`config.mk`:
```
export PLATFORM = sky130hd
export DESIGN_NAME = usb_rx_deser
export DESIGN_NICKNAME = d
export VERILOG_FILES = /design/src/rtl/usb_rx_deser_pkg.sv /design/src/rtl/usb_rx_deser_unstuff.sv /design/src/rtl/usb_rx_deser.sv
export SDC_FILE = /design/constraint.sdc
export NUM_CORES = 1
export LEC_CHECK = 0
export BUFFER_PORTS_ARGS = -buffer_cell sky130_fd_sc_hd__buf_2
export CAP_MARGIN = 20
export CORE_UTILIZATION = 59
export CTS_CLUSTER_DIAMETER = 200
export DETAILED_ROUTE_END_ITERATION = 7
export PLACE_DENSITY = 0.78
export SYNTH_ARGS = -nofsm -noshare
export SYNTH_HDL_FRONTEND = slang
export SYNTH_HIERARCHICAL = 1
export SYNTH_SLANG_ARGS = --single-unit
```
`constraint.sdc`:
```
create_clock -name clk -period 3.17 [get_ports clk]
set_input_delay 0.4755 -clock clk [delete_from_list [all_inputs] [get_ports clk]]
set_output_delay 0.4755 -clock clk [all_outputs]
set_load 0.05 [all_outputs]
```
`src/rtl/usb_rx_deser_pkg.sv`:
```
// Shared line-symbol constants and receiver state encoding for the USB low-speed receive path.
package types;

  typedef logic [1:0] d_port_t;

  // Bit 0 is D+, bit 1 is D-; low-speed idle (J) has D- high.
  localparam d_port_t J   = 2'b10;
  localparam d_port_t K   = 2'b01;
  localparam d_port_t SE0 = 2'b00;
  localparam d_port_t SE1 = 2'b11;

  localparam int STUFF_LEN = 6;

  typedef enum logic [2:0] {
    IDLE,
    SYNC,
    DATA,
    EOP,
    ERROR
  } rx_state_t;

endpackage

```
`src/rtl/usb_rx_deser_unstuff.sv`:
```
// NRZI decoder and bit-unstuffer: tracks the last J/K symbol and the run of decoded ones,
// flags bits to drop after a full run of ones and a run that is one bit too long.
module usb_nrzi_unstuff
  import types::*;
(
  input  logic    clk,
  input  logic    reset_n,
  input  d_port_t d,
  input  logic    strobe,
  input  logic    clear,
  output logic    bit_out,
  output logic    bit_valid,
  output logic    stuff_err,
  output logic    sym_j,
  output logic    sym_k,
  output logic    sym_se0,
  output logic    sym_se1
);

  d_port_t    prev_sym_reg;
  logic [2:0] ones_reg;
  logic       sym_jk;
  logic       at_limit;

  assign sym_j    = (d == J);
  assign sym_k    = (d == K);
  assign sym_se0  = (d == SE0);
  assign sym_se1  = (d == SE1);
  assign sym_jk   = sym_j | sym_k;
  assign bit_out  = (d == prev_sym_reg);
  assign at_limit = (ones_reg == 3'(STUFF_LEN));

  // A zero right after a full run of ones is the stuffed bit and is dropped.
  assign bit_valid = strobe & sym_jk & ~(at_limit & ~bit_out);
  assign stuff_err = strobe & sym_jk & at_limit & bit_out;

  always_ff @(posedge clk or negedge reset_n) begin
    if (!reset_n) begin
      prev_sym_reg <= J;
      ones_reg     <= '0;
    end else if (clear) begin
      prev_sym_reg <= J;
      ones_reg     <= '0;
    end else if (strobe) begin
      if (sym_jk) begin
        prev_sym_reg <= d;
        if (!bit_out) begin
          ones_reg <= '0;
        end else if (ones_reg != 3'd7) begin
          ones_reg <= ones_reg + 3'd1;
        end
      end else begin
        ones_reg <= '0;
      end
    end
  end

endmodule

```
`src/rtl/usb_rx_deser.sv`:
```
// USB low-speed receive deserializer: SYNC hunt, byte assembly (LSB first), EOP and error framing
// on top of the NRZI/unstuff front end.
module usb_rx_deser
  import types::*;
(
  input  logic       clk,
  input  logic       reset_n,
  input  d_port_t    d,
  input  logic       strobe,
  output logic [7:0] rx_data,
  output logic       rx_valid,
  output logic       rx_active,
  output logic       rx_error,
  output logic       eop
);

  rx_state_t  state_reg, state_next;
  logic [2:0] zero_cnt_reg, zero_cnt_next;
  logic [2:0] se0_cnt_reg, se0_cnt_next;
  logic [3:0] j_cnt_reg, j_cnt_next;
  logic [7:0] shreg_reg, shreg_next;
  logic [2:0] bit_cnt_reg, bit_cnt_next;
  logic [7:0] rx_data_reg, rx_data_next;
  logic       rx_valid_reg, rx_valid_next;
  logic       rx_active_reg, rx_active_next;
  logic       rx_error_reg, rx_error_next;
  logic       eop_reg, eop_next;

  logic clear;
  logic bit_out, bit_valid, stuff_err;
  logic sym_j, sym_k, sym_se0, sym_se1;

  usb_nrzi_unstuff u_unstuff (
    .clk       (clk),
    .reset_n   (reset_n),
    .d         (d),
    .strobe    (strobe),
    .clear     (clear),
    .bit_out   (bit_out),
    .bit_valid (bit_valid),
    .stuff_err (stuff_err),
    .sym_j     (sym_j),
    .sym_k     (sym_k),
    .sym_se0   (sym_se0),
    .sym_se1   (sym_se1)
  );

  always_comb begin
    state_next    = state_reg;
    zero_cnt_next = zero_cnt_reg;
    se0_cnt_next  = se0_cnt_reg;
    j_cnt_next    = j_cnt_reg;
    shreg_next    = shreg_reg;
    bit_cnt_next  = bit_cnt_reg;
    rx_data_next  = rx_data_reg;
    rx_valid_next = 1'b0;
    rx_error_next = 1'b0;
    eop_next      = 1'b0;
    clear         = 1'b0;

    if (strobe) begin
      case (state_reg)
        IDLE: begin
          if (sym_k) begin
            state_next    = SYNC;
            zero_cnt_next = 3'd1;
          end else if (sym_se1) begin
            state_next = ERROR;
          end
        end
        SYNC: begin
          if (sym_se0 || sym_se1) begin
            state_next = IDLE;
          end else if (!bit_out) begin
            if (zero_cnt_reg != 3'd7) zero_cnt_next = zero_cnt_reg + 3'd1;
          end else if (zero_cnt_reg >= 3'd3) begin
            state_next   = DATA;
            bit_cnt_next = '0;
          end else begin
            state_next = IDLE;
          end
        end
        DATA: begin
          if (sym_se1) begin
            state_next = ERROR;
          end else if (sym_se0) begin
            if (bit_cnt_reg != 3'd0) begin
              state_next = ERROR;
            end else begin
              state_next   = EOP;
              se0_cnt_next = 3'd1;
            end
          end else if (stuff_err) begin
            state_next = ERROR;
          end else if (bit_valid) begin
            shreg_next   = {bit_out, shreg_reg[7:1]};
            bit_cnt_next = bit_cnt_reg + 3'd1;
            if (bit_cnt_reg == 3'd7) begin
              rx_data_next  = {bit_out, shreg_reg[7:1]};
              rx_valid_next = 1'b1;
            end
          end
        end
        EOP: begin
          if (sym_se0) begin
            if (se0_cnt_reg == 3'd3) begin
              state_next = ERROR;
            end else begin
              se0_cnt_next = se0_cnt_reg + 3'd1;
            end
          end else if (sym_j) begin
            state_next = IDLE;
            eop_next   = 1'b1;
          end else begin
            state_next = ERROR;
          end
        end
        ERROR: begin
          if (sym_j) begin
            if (j_cnt_reg == 4'd7) begin
              state_next = IDLE;
            end else begin
              j_cnt_next = j_cnt_reg + 4'd1;
            end
          end else begin
            j_cnt_next = '0;
          end
        end
        default: state_next = IDLE;
      endcase
    end

    // Every way into ERROR reports once and restarts the J-run count.
    if (state_next == ERROR && state_reg != ERROR) begin
      rx_error_next = 1'b1;
      j_cnt_next    = '0;
    end
    if (state_next == IDLE && state_reg != IDLE) clear = 1'b1;

    rx_active_next = (state_next == DATA) || (state_next == EOP);
  end

  always_ff @(posedge clk or negedge reset_n) begin
    if (!reset_n) begin
      state_reg     <= IDLE;
      zero_cnt_reg  <= '0;
      se0_cnt_reg   <= '0;
      j_cnt_reg     <= '0;
      shreg_reg     <= '0;
      bit_cnt_reg   <= '0;
      rx_data_reg   <= 8'h00;
      rx_valid_reg  <= 1'b0;
      rx_active_reg <= 1'b0;
      rx_error_reg  <= 1'b0;
      eop_reg       <= 1'b0;
    end else begin
      state_reg     <= state_next;
      zero_cnt_reg  <= zero_cnt_next;
      se0_cnt_reg   <= se0_cnt_next;
      j_cnt_reg     <= j_cnt_next;
      shreg_reg     <= shreg_next;
      bit_cnt_reg   <= bit_cnt_next;
      rx_data_reg   <= rx_data_next;
      rx_valid_reg  <= rx_valid_next;
      rx_active_reg <= rx_active_next;
      rx_error_reg  <= rx_error_next;
      eop_reg       <= eop_next;
    end
  end

  assign rx_data   = rx_data_reg;
  assign rx_valid  = rx_valid_reg;
  assign rx_active = rx_active_reg;
  assign rx_error  = rx_error_reg;
  assign eop       = eop_reg;

endmodule
```
==> results of run 1 <==
## metrics by stage
step / cells / hold WS [ns] / cell area (sq um) / setup WS [ns] / utilization (%)
finish: 287 / 0.284 / 2520 / 0.276 / 68.4
CTS: 287 / 0.320 / 2520 / 0.277 / 68.4
global route: 287 / 0.364 / 2520 / 0.0944 / 68.4
global placement: 279 / 0.453 / 2400 / 0.324 / 65.1
detailed placement: 279 / 0.465 / 2400 / 0.167 / 65.1
floorplan: 217 / 0.180 / 2280 / 0.344 / -
## path summary, 6_finish.rpt
check / start / endpoint / slack (ns)
max: u_unstuff/prev_sym_reg[1] / u_unstuff/ones_reg[0] / 0.28
min: reset_n / rx_data[1] / 0.28
max reg2reg: u_unstuff/prev_sym_reg[1] / u_unstuff/ones_reg[0] / 0.28
min reg2reg: shreg_reg[1] / shreg_reg[1] / 0.48
max in group asynchronous: reset_n / zero_cnt_reg[1] / 2.33
min in group clk: shreg_reg[1] / shreg_reg[1] / 0.48
## critical path: cells and delay by family (launching register included)
family	cells	cell delay (ns)
AOI/OAI and AO/OA	3	0.86
buffers and inverters	1	0.17
xor gates and xnor gates	1	0.11
and+or+nand+nor	5	0.93
muxes	1	0.21
DFF	1	0.55
## cells in the final DEF, fill, tap and decap left out, types with 3 or more instances in the layout
master,count
a31oi_1,3
a22o_1,4
dfrtp_1,39
nand3_1,8
nand2b_1,6
buf_4,5
nand2_1,33
ha_1,16
a21oi_1,4
inv_1,14
o21ai_0,10
mux2_1,8
nor2_1,9
nor3_1,3
clkbuf_8,6
buf_2,16
nand3b_1,3
## kinds of logic after synthesis
logic type,after synthesis,share of synthesized area [%]
XOR/XNOR,2,1.10
AO/OA/AOI/OAI,37,13.6
buffers and inverters,21,4.83
multiplexers,11,5.49
AND/OR/NAND/NOR,90,22.2
adder cells (fa/ha/maj),16,8.78
flip-flops,40,44.0
## Yosys cell counts (all sizes together) (3+ instances only)
| cell | n | area, sq um |
|---|---|---|
| a21oi | 4 | 20.0 |
| a22o | 4 | 35.0 |
| a22oi | 3 | 36.3 |
| a31oi | 3 | 18.8 |
| a32oi | 3 | 41.3 |
| buf | 6 | 43.8 |
| dfrtp | 39 | 976 |
| ha | 16 | 200 |
| inv | 14 | 52.6 |
| mux2 | 9 | 105 |
| nand2 | 34 | 130 |
| nand2b | 6 | 37.5 |
| nand3 | 8 | 40.0 |
| nand3b | 3 | 22.5 |
| nor2 | 10 | 40.0 |
| nor3 | 5 | 35.0 |
| nor3b | 3 | 27.5 |
| nor4b | 4 | 47.6 |
| o21ai | 11 | 58.8 |
## routing by layer
layer	vias to the layer above	global-route usage, %	part of all wire, %
li1	814	-	-
met1	779	30.1	49
met2	25	36.0	46
met3	7	5.54	3.4
met4	0	9.72	1.6
met5	-	0	0
## area by class of cell
class,instances,area share [%]
clock buffers,6,3.28
clock inverters,2,1.54
inverters,14,2.08
multi-input cells,156,46.3
flip-flops and latches,40,39.8
well taps,48,2.38
repair buffers,21,4.67
## power groups by stage
stage | Clock (mW) | Sequential (mW) | Combinational, mW
floorplan | 0 | 0.667 | 0.305
global placement | 0 | 0.679 | 0.365
detailed placement | 0 | 0.685 | 0.374
CTS | 0.455 | 0.674 | 0.381
global route | 0.469 | 0.689 | 0.431
finish | 0.445 | 0.676 | 0.379
==> flow_summary.html, run 1 <==
<table>
<tr><th>Metric</th><th>Value</th></tr>
<tr><th colspan="2">Cells and area</th></tr>
<tr><td>Diodes inserted</td><td>0</td></tr>
<tr><td>Area used by multi-input combinational logic</td><td>1170 sq um</td></tr>
<tr><td>Synthesis-to-layout area growth</td><td>10.6%</td></tr>
<tr><td>Flip-flop count of the largest register, all copies and words added</td><td>8</td></tr>
<tr><td>Layout filler cell count</td><td>roughly 280</td></tr>
<tr><td>Area taken by flip-flops and latches</td><td>roughly 1000 sq um</td></tr>
<tr><td>Share of cells above drive strength 1</td><td>about a fifth</td></tr>
<tr><td>Net count, final</td><td>between 200 and 300</td></tr>
<tr><th colspan="2">Die</th></tr>
<tr><td>Area enclosed by the die boundary</td><td>~4100 sq um</td></tr>
<tr><td>Initial core utilization</td><td>roughly three fifths</td></tr>
<tr><td>Die W</td><td>around 64 microns</td></tr>
<tr><td>Die outline height</td><td>about 64 microns</td></tr>
<tr><td>Area of the core</td><td>between 3000 and 4000 sq um</td></tr>
<tr><td>Ports placed on the boundary</td><td>17</td></tr>
<tr><td>Total number of placement rows</td><td>22</td></tr>
<tr><th colspan="2">Power</th></tr>
<tr><td>Combinational fraction of design power</td><td>about a quarter</td></tr>
<tr><td>Fraction of power consumed by the clock network</td><td>29.7%</td></tr>
<tr><td>Static leakage</td><td>between 1 and 1.5 nW</td></tr>
<tr><td>Pwr Density</td><td>roughly 600 nW/um^2</td></tr>
<tr><td>Proportion of power drawn by flip-flops and latches</td><td>between 40 and 50%</td></tr>
<tr><td>Fraction of power spent switching nets</td><td>32.1%</td></tr>
<tr><td>Sw Pwr</td><td>0.481 mW</td></tr>
<tr><td>Power Internal</td><td>between 1 and 1.5 mW</td></tr>
<tr><td>Overall Power</td><td>between 1.5 and 2 mW</td></tr>
<tr><td>Maximum resistive drop on vdd</td><td>roughly 0.0003 V</td></tr>
<tr><th colspan="2">Global route</th></tr>
<tr><td>Number of antenna violations at the first check in global routing</td><td>0</td></tr>
<tr><td>Total overflow reported by the global router</td><td>0</td></tr>
<tr><td>Via count of the first global-routing pass</td><td>1562</td></tr>
<tr><td>Global Route Usage Sum</td><td>between 20% and 30%</td></tr>
<tr><td>Global-route wire length before repair</td><td>7140 microns</td></tr>
<tr><td>Largest net degree at the start of global routing</td><td>41</td></tr>
<tr><th colspan="2">Worst setup path</th></tr>
<tr><td>Largest driver fanout on the critical path</td><td>8</td></tr>
<tr><td>Crit path required time</td><td>3.41 ns</td></tr>
<tr><td>Critical Path Source Type</td><td>flip-flop</td></tr>
<tr><td>Data arrival time of the critical path</td><td>between 3 and 4 ns</td></tr>
<tr><td>Critical setup path kind</td><td>reg -&gt; reg</td></tr>
<tr><td>Crit path max-delay cell type</td><td>dfstp_2</td></tr>
<tr><td>CP Cell Sequence</td><td>xor2_1 &gt; or2_1 &gt; nor3_1 &gt; nor2_1 &gt; nor2_1 &gt; o21ai_0 &gt; a22oi_4 &gt; nor4_1 &gt; buf_4 &gt; o41ai_2 &gt; mux2_4</td></tr>
<tr><td>Most common cell type on the critical path</td><td>nor2_1</td></tr>
<tr><td>Worst Reg-to-Reg Cells</td><td>11</td></tr>
<tr><td>Kind of capture point of the worst setup path</td><td>flip-flop</td></tr>
<tr><td>Biggest cell delay along the critical path</td><td>0.55 ns</td></tr>
<tr><th colspan="2">Clocking</th></tr>
<tr><td>Clock network latency to the later pin of the worst-skew pair</td><td>approximately 0.3 ns</td></tr>
<tr><td>Number of CTS-inserted buffers</td><td>5</td></tr>
<tr><td>Post-CTS Setup Inserts</td><td>0</td></tr>
<tr><td>TritonCTS clock tree</td><td>yes</td></tr>
<tr><td>Max H-tree Level</td><td>2</td></tr>
<tr><td>Number of gates resized after CTS</td><td>0</td></tr>
<tr><td>Number of buffers on the longest clock path</td><td>2</td></tr>
<tr><td>Total of hold buffers inserted after clock tree synthesis</td><td>0</td></tr>
<tr><td>CTS Root Cell</td><td>clkbuf_8</td></tr>
<tr><td>Sink count of the clock tree</td><td>40</td></tr>
<tr><td>Clock-pin slew on the worst setup and hold paths</td><td>around 0.080 ns</td></tr>
<tr><th colspan="2">Synthesis</th></tr>
<tr><td>Count of warnings emitted by yosys</td><td>6</td></tr>
<tr><td>Synthesized instance count</td><td>217</td></tr>
<tr><td>Sequential element share of the synthesized area</td><td>between 40% and 50%</td></tr>
<tr><td>Async S/R FF share, synth</td><td>between 90% and 100%</td></tr>
<tr><td>EDFF count, synth</td><td>0</td></tr>
<tr><td>FF+latch count, synth</td><td>40</td></tr>
<tr><td>Synth Flop Type</td><td>dfrtp_1</td></tr>
<tr><td>Synth Net Count</td><td>about 240</td></tr>
<tr><td>Syn avg cell area</td><td>about 11 sq um</td></tr>
<tr><td>Number of distinct library cells after synthesis</td><td>56</td></tr>
<tr><td>Cell Area, Synth</td><td>between 2000 and 2500 sq um</td></tr>
<tr><th colspan="2">Routing</th></tr>
<tr><td>Aggregate routed wire length</td><td>4110 microns</td></tr>
<tr><td>Routed Antenna Nets</td><td>0</td></tr>
<tr><td>Drt pass-1 iters</td><td>4</td></tr>
<tr><td>Average wire length per cell after detail routing</td><td>14.3 microns</td></tr>
<tr><td>Remaining design rule violation count</td><td>0</td></tr>
<tr><td>Avg Vias per Cell</td><td>between 5 and 6</td></tr>
<tr><td>Count of vias placed by the detailed router</td><td>1625</td></tr>
<tr><td>Number of design-rule violations left by the first detailed-router iteration</td><td>between 60 and 70</td></tr>
<tr><th colspan="2">STA</th></tr>
<tr><td>Setup total negative slack</td><td>0 ns</td></tr>
<tr><td>Skew final</td><td>0.00639 ns</td></tr>
<tr><td>Slew of the pin with the lowest slew margin</td><td>0.881 ns</td></tr>
<tr><td>Share of the clock period used by the worst path</td><td>91.3%</td></tr>
<tr><td>Count of pins over their slew limit</td><td>0</td></tr>
<tr><td>Minimum clock period after layout</td><td>2.89 ns</td></tr>
<tr><td>Unrepaired setup endpoints after global routing</td><td>no</td></tr>
<tr><td>Maximum operating frequency</td><td>0.346 GHz</td></tr>
<tr><td>Final setup violating endpoints</td><td>0</td></tr>
<tr><td>Worst rel slew slack</td><td>slightly above 40%</td></tr>
<tr><td>Final Hold Fails</td><td>0</td></tr>
<tr><th colspan="2">Place</th></tr>
<tr><td>Detailed-placement wirelength estimate</td><td>between 2000 and 3000 microns</td></tr>
<tr><td>Placer Congestion</td><td>approximately 0.86</td></tr>
<tr><td>Port-buffer cells</td><td>16</td></tr>
<tr><th colspan="2">Hold path</th></tr>
<tr><td>Class of the tightest hold or removal check</td><td>in -&gt; async</td></tr>
<tr><th colspan="2">Run status</th></tr>
<tr><td>Result of the run</td><td>finished clean</td></tr>
<tr><th colspan="2">Run</th></tr>
<tr><td>Maximum capacitance violations</td><td>0</td></tr>
</table>
(Power assumes the default switching activity.)
==> run 2: changes to the inputs <==
--- a/config.mk
+++ b/config.mk
@@ -7,10 +7,10 @@
 export LEC_CHECK = 0
 export BUFFER_PORTS_ARGS = -buffer_cell sky130_fd_sc_hd__buf_2
 export CAP_MARGIN = 20
-export CORE_UTILIZATION = 59
+export CORE_UTILIZATION = 50
 export CTS_CLUSTER_DIAMETER = 200
 export DETAILED_ROUTE_END_ITERATION = 7
-export PLACE_DENSITY = 0.78
+export PLACE_DENSITY = 0.68
 export SYNTH_ARGS = -nofsm -noshare
 export SYNTH_HDL_FRONTEND = slang
 export SYNTH_HIERARCHICAL = 1
==> flow_summary.html, run 2 (synthesized netlist as in run 1, its figures left out) <==
<table>
<tr><th>Metric</th><th>Value</th></tr>
<tr><th colspan="2">Cells and area</th></tr>
<tr><td>Layout filler cell count</td><td>376 (+32%)</td></tr>
<tr><td>Leading cell type in the layout, fill and taps excluded</td><td>dfrtp_1</td></tr>
<tr><td>Share of cells above drive strength 1</td><td>20.9% (unchanged)</td></tr>
<tr><td>Flip-flop count of the largest register, all copies and words added</td><td>8 (unchanged)</td></tr>
<tr><td>Area used by multi-input combinational logic</td><td>1170 sq um (unchanged)</td></tr>
<tr><td>Area taken by flip-flops and latches</td><td>1000 sq um (unchanged)</td></tr>
<tr><td>Final cell count without fillers</td><td>291 (+1.4%)</td></tr>
<tr><td>Diodes inserted</td><td>0 (unchanged)</td></tr>
<tr><td>Synthesis-to-layout area growth</td><td>10.5% (about the same)</td></tr>
<tr><td>Most frequent cells in the layout</td><td>dfrtp_1 (39), nand2_1 (33), ha_1 (16), buf_2 (16), inv_1 (14)</td></tr>
<tr><td>Net count, final</td><td>259 (unchanged)</td></tr>
<tr><th colspan="2">Global route</th></tr>
<tr><td>Total overflow reported by the global router</td><td>0 (unchanged)</td></tr>
<tr><td>Global-route wire length before repair</td><td>7460 microns (+4.4%)</td></tr>
<tr><td>Largest net degree at the start of global routing</td><td>41 (unchanged)</td></tr>
<tr><td>Via count of the first global-routing pass</td><td>1570 (+0.51%)</td></tr>
<tr><td>Global Route Usage Sum</td><td>19.5% (-3.4 points)</td></tr>
<tr><td>Number of antenna violations at the first check in global routing</td><td>0 (unchanged)</td></tr>
<tr><th colspan="2">Die</th></tr>
<tr><td>Die outline height</td><td>69.5 microns (+8.4%)</td></tr>
<tr><td>Ports placed on the boundary</td><td>17 (unchanged)</td></tr>
<tr><td>Initial core utilization</td><td>52.4% (-9.4 points)</td></tr>
<tr><td>Area enclosed by the die boundary</td><td>4830 sq um (+17%)</td></tr>
<tr><td>Die W</td><td>69.5 microns (+8.4%)</td></tr>
<tr><td>Area of the core</td><td>4350 sq um (+18%)</td></tr>
<tr><td>Total number of placement rows</td><td>24 (+9.1%)</td></tr>
<tr><th colspan="2">Clocking</th></tr>
<tr><td>Post-CTS Setup Inserts</td><td>0 (unchanged)</td></tr>
<tr><td>Clock-pin slew on the worst setup and hold paths</td><td>0.09 ns (about the same)</td></tr>
<tr><td>Number of CTS-inserted buffers</td><td>5 (unchanged)</td></tr>
<tr><td>Number of buffers on the longest clock path</td><td>2 (unchanged)</td></tr>
<tr><td>TritonCTS clock tree</td><td>yes</td></tr>
<tr><td>Clock network latency to the later pin of the worst-skew pair</td><td>0.30 ns (about the same)</td></tr>
<tr><td>Max H-tree Level</td><td>2 (unchanged)</td></tr>
<tr><td>Number of gates resized after CTS</td><td>0 (unchanged)</td></tr>
<tr><td>CTS Root Cell</td><td>clkbuf_8</td></tr>
<tr><td>Sink count of the clock tree</td><td>40 (unchanged)</td></tr>
<tr><td>Total of hold buffers inserted after clock tree synthesis</td><td>0 (unchanged)</td></tr>
<tr><th colspan="2">Worst setup path</th></tr>
<tr><td>Crit path max-delay cell type</td><td>dfstp_2</td></tr>
<tr><td>Critical setup path kind</td><td>reg -&gt; reg</td></tr>
<tr><td>Data arrival time of the critical path</td><td>3.00 ns (-0.14 ns)</td></tr>
<tr><td>Critical Path Source Type</td><td>flip-flop</td></tr>
<tr><td>Kind of capture point of the worst setup path</td><td>flip-flop</td></tr>
<tr><td>Most common cell type on the critical path</td><td>nor2_1</td></tr>
<tr><td>Biggest cell delay along the critical path</td><td>0.55 ns (about the same)</td></tr>
<tr><td>CP Cell Sequence</td><td>xor2_1 &gt; or2_1 &gt; nor3_1 &gt; nor2_1 &gt; nor2_1 &gt; o21ai_0 &gt; a22oi_4 &gt; nor4_1 &gt; buf_4 &gt; o41ai_2 &gt; mux2_4</td></tr>
<tr><td>Crit path required time</td><td>3.41 ns (about the same)</td></tr>
<tr><td>Largest driver fanout on the critical path</td><td>8 (unchanged)</td></tr>
<tr><th colspan="2">STA</th></tr>
<tr><td>Share of the clock period used by the worst path</td><td>87.2% (-4.1 points)</td></tr>
<tr><td>Minimum clock period after layout</td><td>2.76 ns (-0.130 ns)</td></tr>
<tr><td>Skew final</td><td>0.0125 ns (+0.00615 ns)</td></tr>
<tr><td>Count of pins over their slew limit</td><td>0 (unchanged)</td></tr>
<tr><td>Worst rel slew slack</td><td>41.8% (+0.47 points)</td></tr>
<tr><td>Unrepaired setup endpoints after global routing</td><td>no</td></tr>
<tr><td>Final setup violating endpoints</td><td>0 (unchanged)</td></tr>
<tr><td>Setup total negative slack</td><td>0 ns (unchanged)</td></tr>
<tr><td>Final Hold Fails</td><td>0 (unchanged)</td></tr>
<tr><td>Maximum operating frequency</td><td>0.362 GHz (+4.7%)</td></tr>
<tr><td>Slew of the pin with the lowest slew margin</td><td>0.874 ns (-0.00708 ns)</td></tr>
<tr><th colspan="2">Power</th></tr>
<tr><td>Pwr Density</td><td>586 nW/um^2 (-1.5%)</td></tr>
<tr><td>Static leakage</td><td>1.26 nW (-0.53%)</td></tr>
<tr><td>Maximum resistive drop on vdd</td><td>0.000275 V (-11%)</td></tr>
<tr><th colspan="2">Routing</th></tr>
<tr><td>Count of vias placed by the detailed router</td><td>1587 (-2.3%)</td></tr>
<tr><td>Remaining design rule violation count</td><td>0 (unchanged)</td></tr>
<tr><td>Average wire length per cell after detail routing</td><td>13.7 microns (-4.2%)</td></tr>
<tr><td>Routed Antenna Nets</td><td>0 (unchanged)</td></tr>
<tr><td>Number of design-rule violations left by the first detailed-router iteration</td><td>104 (+53%)</td></tr>
<tr><td>Drt pass-1 iters</td><td>4 (unchanged)</td></tr>
<tr><td>Avg Vias per Cell</td><td>5.45 (-3.7%)</td></tr>
<tr><td>Aggregate routed wire length</td><td>4000 microns (-2.8%)</td></tr>
<tr><th colspan="2">Place</th></tr>
<tr><td>Placer Congestion</td><td>0.853 (-0.41%)</td></tr>
<tr><td>Post-Place Cells</td><td>283 (+1.4%)</td></tr>
<tr><td>Port-buffer cells</td><td>16 (unchanged)</td></tr>
<tr><td>Detailed-placement wirelength estimate</td><td>2890 microns (+2.3%)</td></tr>
<tr><th colspan="2">Hold path</th></tr>
<tr><td>Class of the tightest hold or removal check</td><td>in -&gt; async</td></tr>
<tr><th colspan="2">Run</th></tr>
<tr><td>Maximum capacitance violations</td><td>0 (unchanged)</td></tr>
<tr><th colspan="2">Run status</th></tr>
<tr><td>Result of the run</td><td>finished clean</td></tr>
</table>
## run 2: cell count changes in the layout (fill, tap and decap cells not counted)
cell,change
clkinvlp_4,+1
clkbuf_8,-1
clkinv_4,-1
inv_6,+1
## run 2: stage by stage
step	power, mW	utilization (%)	hold WS [ns]	area, sq um	setup slack [ns]
after floorplan	0.972	-	0.180	2280	0.344
after global placement	1.05	55.2	0.455	2400	0.327
after CTS	1.49	57.9	0.320	2520	0.411
after detailed placement	1.06	55.2	0.468	2400	0.277
final	1.48	57.9	0.285	2520	0.406
after global routing	1.60	57.9	0.356	2520	0.157
## run 2: path summary, 6_finish.rpt
kind / startpoint / endpoint / slack (ns) / cells after the start
worst max-delay path: u_unstuff/prev_sym_reg[1] / u_unstuff/ones_reg[0] / 0.41 / 11
worst min-delay path: reset_n / rx_data[2] / 0.28 / 1
worst max register to register: u_unstuff/prev_sym_reg[1] / u_unstuff/ones_reg[0] / 0.41 / 11
worst min register to register: shreg_reg[5] / shreg_reg[4] / 0.48 / 2
max in group asynchronous: reset_n / zero_cnt_reg[1] / 2.33 / 1
min in group clk: shreg_reg[5] / shreg_reg[4] / 0.48 / 2
## run 2: area by class of cell
cell class | instances | share of cell area (%)
inverter | 14 | 2.09
clock buffer | 5 | 2.73
timing repair buffer | 21 | 4.67
sequential | 40 | 39.8
tap | 52 | 2.58
multi-input combinational | 156 | 46.3
clock inverter | 3 | 1.84
## run 2: report_power, final
part	internal, mW	total [mW]	leakage, nW	switching (mW)
sequential	0.591	0.671	0.535	0.0793
clock	0.237	0.430	0.0548	0.192
combinational	0.171	0.377	0.669	0.206
total	0.999	1.48	1.26	0.478
## run 2: per-layer routing
metal	share of wire [%]	global-route usage (%)	vias up
met5	0	0	-
met4	1.3	5.44	0
li1	-	-	809
met1	50	27.5	746
met3	3.3	4.36	6
met2	45	30.3	26
## run 2: critical path, delay by kind of cell, from the launching register on
kind / cells / cell delay [ns]
XOR/XNOR: 1 / 0.11
multiplexers: 1 / 0.22
buffers and inverters: 1 / 0.17
AND/OR/NAND/NOR: 5 / 0.80
flip-flops: 1 / 0.55
AO/OA/AOI/OAI: 3 / 0.86
